<file path="src/rtl/io_out_fifo.sv">
// Buffered output port behind the load_store core: a small FIFO that the core
// pushes into with a write strobe and an external consumer drains over valid/ready.
module io_out_fifo #(
    parameter int WIDTH  = 16,
    parameter int DEPTH  = 4,
    parameter int ADDR_W = 2
) (
    input  logic              clock,
    input  logic              rst,
    input  logic              wr_en,
    input  logic [WIDTH-1:0]  wr_data,
    output logic              full,
    output logic              out_valid,
    output logic [WIDTH-1:0]  out_data,
    input  logic              out_ready,
    output logic [ADDR_W:0]   count,
    output logic              overflow,
    input  logic              ovf_clear
);

    localparam logic [ADDR_W:0] FULL_COUNT = (ADDR_W + 1)'(DEPTH);

    logic [WIDTH-1:0]  mem [DEPTH];
    logic [ADDR_W-1:0] wr_ptr;
    logic [ADDR_W-1:0] rd_ptr;
    logic              pop;
    logic              push;
    logic              drop;

    // Handshake: a word leaves when out_valid && out_ready at the rising edge;
    // a push is taken when wr_en and there is room, counting the slot freed by a
    // same-cycle pop. The core is never back-pressured; a refused push is dropped.
    assign out_valid = (count != '0);
    assign full      = (count == FULL_COUNT);
    assign pop       = out_valid && out_ready;
    assign push      = wr_en && (!full || pop);
    assign drop      = wr_en && full && !pop;
    assign out_data  = out_valid ? mem[rd_ptr] : '0;

    // Storage is deliberately left out of reset; out_data is masked when empty.
    always_ff @(posedge clock) begin
        if (push) begin
            mem[wr_ptr] <= wr_data;
        end
    end

    always_ff @(posedge clock or negedge rst) begin
        if (!rst) begin
            wr_ptr   <= '0;
            rd_ptr   <= '0;
            count    <= '0;
            overflow <= 1'b0;
        end else begin
            if (push) begin
                wr_ptr <= wr_ptr + 1'b1;
            end
            if (pop) begin
                rd_ptr <= rd_ptr + 1'b1;
            end
            if (push && !pop) begin
                count <= count + 1'b1;
            end else if (pop && !push) begin
                count <= count - 1'b1;
            end
            // A drop in the same cycle as a clear keeps the flag set.
            if (drop) begin
                overflow <= 1'b1;
            end else if (ovf_clear) begin
                overflow <= 1'b0;
            end
        end
    end

endmodule

</file>
<file path="config.mk">
export PLATFORM = sky130hd
export DESIGN_NAME = io_out_fifo
export DESIGN_NICKNAME = d
export VERILOG_FILES = /design/src/rtl/io_out_fifo.sv
export SDC_FILE = /design/constraint.sdc
export NUM_CORES = 1
export LEC_CHECK = 0
export ABC_CLOCK_PERIOD_IN_PS = 2000
export CORE_MARGIN = 5
export CORE_UTILIZATION = 50
export CTS_BUF_LIST = sky130_fd_sc_hd__clkbuf_4
export CTS_CLUSTER_DIAMETER = 60
export DETAILED_ROUTE_END_ITERATION = 7
export PLACE_DENSITY = 0.77
export SYNTH_ARGS = -nofsm -noshare
export SYNTH_HDL_FRONTEND = slang
export SYNTH_SLANG_ARGS = --single-unit
</file>
<file path="constraint.sdc">
create_clock -name clock -period 2 [get_ports clock]
set_input_delay 0.6 -clock clock [delete_from_list [all_inputs] [get_ports clock]]
set_output_delay 0.6 -clock clock [all_outputs]
set_load 0.03 [all_outputs]
</file>
# After elaboration in Yosys (flattened, before gate mapping)
# Memory sizes are Yosys's and may differ from the RTL's.
# Index checks and enable logic that the tools add are counted.
# Widths: inputs -> output; s select.
dict set report word_totals {
  wordCells 30
  ram_bits 64
  input_bits 21
  output_inout_bits 22
  reg_bits 8
  n_memories 1
}
dict set report classes {
  n_reduce_logical 13
  addsub 4
  muxes 7
  eq_ne 1
}
# name depth word_bits rd rd_ports_with_merged_regs write_ports line_no
set memory_table {}
lappend memory_table {mem 4 16 1 0 1 23} ;# logic [WIDTH-1:0] mem [DEPTH];
# op n
set ops {}
lappend ops {{$mux 16} 1}
lappend ops {{$logic_and 1x1->1} 6}
lappend ops {{$mux 3} 2}
lappend ops {{$add 2x1->2 const B} 2}
lappend ops {{$mux 1} 4}
lappend ops {{$reduce_bool 2->1} 2}
lappend ops {{$add 3x1->3 const B} 1}
lappend ops {{$eq 3x3->1 const B} 1}
lappend ops {{$logic_not 1->1} 3}
lappend ops {{$reduce_bool 3->1} 1}
lappend ops {{$sub 3x1->3 const B} 1}
lappend ops {{$logic_or 1x1->1} 1}

# Depth between registers and ports, before layout
dict set report depth {
  word_depth 8
  ltp_mapped 9
  depth_no_buf 8
}

# Worst setup path before layout
# Ideal clock, no wire load.
dict set report synth_timing {
  kind {register -> output}
  startpoint {reg count[0]}
  endpoint {out out_data[10]}
  required_ns 1.400
  arrival_time_ns 1.743
  setup_slack_ns -0.343
  n_path_buf 2
  path_stages_with_launch 5
  path_cell_list {dfrtp_1 > or3_1 > clkbuf_1 > clkbuf_1 > and2_1}
}
dict set report synth_between {
  elab_chain_len 2
}
# element line_no
set synth_lines {}
lappend synth_lines {{start: declaration} 16} ;# output logic [ADDR_W:0] count,
lappend synth_lines {{start signal: assignment} 61} ;# count <= count + 1'b1;
lappend synth_lines {{start signal: assignment} 63} ;# count <= count - 1'b1;
lappend synth_lines {{$reduce_bool 3->1} 33} ;# assign out_valid = (count != '0);
lappend synth_lines {{net out_valid} 13} ;# output logic out_valid,
lappend synth_lines {{$mux 16} 38} ;# assign out_data = out_valid ? mem[rd_ptr] : '0;
lappend synth_lines {{end: declaration} 14} ;# output logic [WIDTH-1:0] out_data,
# The timed path passes the listed nets, and every way through them passes these cells.

# Worst setup path in the final report
dict set report layout_timing {
  startpoint {reg rd_ptr[0]}
  endpoint {out out_data[0]}
}
dict set report layout_between {
  elab_chain_len 2
}
# element line_no
set layout_lines {}
lappend layout_lines {{start: declaration} 25} ;# logic [ADDR_W-1:0] rd_ptr;
lappend layout_lines {{start signal: assignment} 58} ;# rd_ptr <= rd_ptr + 1'b1;
lappend layout_lines {{$mem_v2 4x16} --}
lappend layout_lines {{$mux 16} 38}
# Every way passes these cells.

==> metrics.md <==
| Metric | Value |
|---|---|
| Layout cells sized above 1 | `47.6%` |
| Synth Area in XOR/XNOR | `1.81%` |
| Yosys warnings | `0` |
| Number of port buffers | `42` |
| Setup WS post-layout | `-0.363 ns` |
| Flop pwr share | `35.0%` |
| Vias per inst | `5.17` |
| CP endpoint kind | `primary output` |
| Dpl cell area | `3540 um2` |
| Sw frac | `35.1%` |
| Setup violations, final | `20` |
| Detail Route Antenna Nets | `0` |
| DR pass1 iterations | `4` |
| Synth area leaders | `edfxtp_1 (66%), mux4_2 (10%), dfrtp_1 (6.9%)` |
| Fin area | `3740 um2` |
| Crit path buf inv count | `2` |
| Post-synthesis register bit count | `72` |
| Initial DRC count | `79` |
| GP Congestion | `0.725` |
| CP delay by family, top | `multiplexers` |
| Tcrit/Tclk final | `118%` |
| Crit path max-delay cell type | `mux4_2` |
| Post-synthesis cell type count | `24` |
| Largest net degree at the start of global routing | `17` |
| Crit-path cells | `buf_6 -> mux4_2 -> and2_4 -> buf_6` |
| Post-Synth Simple-Gate Area | `5.42%` |
| Peak per-stage delay on the critical path | `0.49 ns` |
| Failing checks | `negative setup slack` |
| Clock-pin slew on the worst setup and hold paths | `0.10 ns` |
| Met1 GRT Util | `17.3%` |
| Hold WC Path Type | `input pin to async pin` |
| Critical-path maximum fanout | `7` |
| Final Net Count | `235` |
| NetSw | `2.13 mW` |
| CTS Root Cell | `clkbuf_4` |
| GRT Max-Usage Layer | `met2` |
| Critical path class | `register to primary output` |
| Syn avg cell area | `20.6 um2` |
| Initial antenna violation count | `0` |
| Max rail drop VDD | `0.000893 V` |
| Cell Pwr Density | `1620 nW/um2` |
| Final Util | `67.1%` |
| M3 GR Usage | `3.99%` |
| CP arrival | `1.76 ns` |
| WP data required | `1.40 ns` |
| Stages on worst setup path | `4` |
| Period minus WS final | `2.36 ns` |
| Num rows | `27` |
| Die Span X | `86.3 um` |
| Clk network pwr share | `11.7%` |
| Multiplexer share of the synthesized area | `13.7%` |
| Core Area | `5570 um2` |
| Syn Nets | `168` |
| Synth Area in Compound Gates | `0.818%` |
| GRT met2 Usage | `26.3%` |
| Seq/Total Area, Yosys | `73.0%` |
| HPWL after DPL | `3410 um` |
| # diodes | `0` |
| Largest family of logic cells by synthesized area | `multiplexers` |
| Mapped Cells | `141` |
| Post-Syn Area | `2910 um2` |
| Clk buf depth | `2` |
| First-pass GRT wire length | `8230 um` |
| Leakage | `1.37 nW` |
| DR DRC count | `0` |
| Worst-Margin Slew | `0.398 ns` |
| Vias | `1469` |
| Avg WL per Cell | `18.7 um` |
| Clk sinks | `72` |
| Pins Over Slew Limit | `0` |
| DIE AREA | `7440 um2` |
| CTS tree | `yes` |
| Synthesis-to-finish area growth | `28.6%` |
| Area leader, netlist | `edfxtp_1` |
| Most used cell along the critical path | `buf_6` |
| CTS HTree Levels | `3` |
| Clock network latency to the later pin of the worst-skew pair | `0.39 ns` |
| Top cell type's share of synthesized area | `66.1%` |
| MaxCap Viol Count | `0` |
| Post-Synth Adder-Cell Area | `2.84%` |
| GR Overflow Total | `0` |
| Final Hold Fails | `0` |
| Routed WL | `5320 um` |
| Num CTS Buffers | `9` |
| GRT Util Overall | `15.2%` |
| Die Ht | `86.3 um` |
| IO Pins | `43` |
| Max Fclk | `0.423 GHz` |
| Reg2reg path depth | `7` |
| RSZ-0062 raised after global routing | `yes` |
| Logic pwr share | `53.2%` |
| Startpoint types | `register` |
| Status | `finished, violations left` |
| Most common cell after layout, fill and taps aside | `edfxtp_1` |
| Slew margin rel. | `73.4%` |
| Most frequent cells in the layout | `edfxtp_1 (64), buf_6 (25), and2_4 (20), clkdlybuf4s50_1 (20), mux4_2 (16)` |
| Vias in the first global route | `1620` |
| Starting Density | `52.2%` |
| Clock Skews | `0.00722 ns` |
| Int Pwr | `3.93 mW` |
==> synth_stat cells <==
master and instances:
o32ai_1 1, inv_1 6, nor2_1 1, nand3_1 1
and2_2 4, ha_1 5, xor2_1 2, buf_6 1
mux4_2 13, clkbuf_1 2, mux4_1 3, buf_12 1
fa_1 1, buf_2 2, xnor2_1 4, edfxtp_1 64
mux2_4 1, dfrtp_1 8, o21a_4 1, and2_1 16
mux2_2 1, or3b_1 1, or3_1 1, nand2_1 1
==> timing repair <==
action,in CTS,in global routing
hold buffers,0,0
gates cloned,1,0
resized for setup,143,7
setup buffers,5,1
pin swaps,15,5
setup endpoints to repair,88,84
==> flip-flops by register name, indices dropped and copies added (netlist names) <==
signal,count
mem,64
count,3
rd_ptr,2
wr_ptr,2
overflow,1
==> through the flow <==
stage | hold WS [ns] | total power [mW] | worst slack (ns) | TNS (ns) | instances
after floorplan | 0.304 | 4.04 | -0.121 | -0.258 | 141
after global placement | 0.514 | 4.95 | -0.480 | -25.55 | 265
after detailed placement | 0.537 | 5.05 | -0.468 | -28.20 | 265
after CTS | 0.486 | 6.19 | -0.426 | -7.25 | 286
after global routing | 0.483 | 6.35 | -0.440 | -7.74 | 284
final | 0.494 | 6.06 | -0.363 | -6.15 | 284
==> cell families after synthesis <==
group           count (synthesis)
flops                          72
simple gates                   25
mux                            18
buf+inv                        12
xor+xnor                        6
fa+ha+maj                       6
compound gates                  2
==> final cells by class <==
class / count / area, um2
Fill cell: 384 / 1830
Tap cell: 72 / 90.1
Sequential cell: 72 / 2130
Inverter: 6 / 22.5
Multi-Input combinational cell: 57 / 778
Clock buffer: 10 / 75.1
Timing Repair Buffer: 62 / 622
Clock inverter: 5 / 25.0
==> layer usage <==
layer | vias up | share of wire, %
li1 | 675 | -
met1 | 740 | 40
met3 | 13 | 5.5
met4 | 0 | 2.8
met2 | 41 | 52
met5 | - | 0
==> path summary, 6_finish.rpt <==
kind	start	slack, ns	to
setup / recovery	rd_ptr[0]$_DFFE_PN0N_	-0.36	out_data[0]
hold / removal	rst	0.49	overflow$_DFFE_PN0P_
setup reg to reg	count[1]$_DFFE_PN0P_	-0.19	count[1]$_DFFE_PN0P_
hold reg to reg	overflow$_DFFE_PN0P_	0.55	overflow$_DFFE_PN0P_
max in group asynchronous	rst	1.20	rd_ptr[0]$_DFFE_PN0N_
min in group clock	overflow$_DFFE_PN0P_	0.55	overflow$_DFFE_PN0P_
==> power by group through the flow <==
stage | Clock [mW] | Sequential [mW] | Combinational (mW)
2_1_floorplan | 0 | 2.20 | 1.84
3_3_place_gp | 0 | 2.12 | 2.83
3_5_place_dp | 0 | 2.14 | 2.91
4_1_cts | 0.721 | 2.12 | 3.35
5_1_grt | 0.803 | 2.15 | 3.39
6_report | 0.712 | 2.12 | 3.22
(Power assumes the default switching activity.)
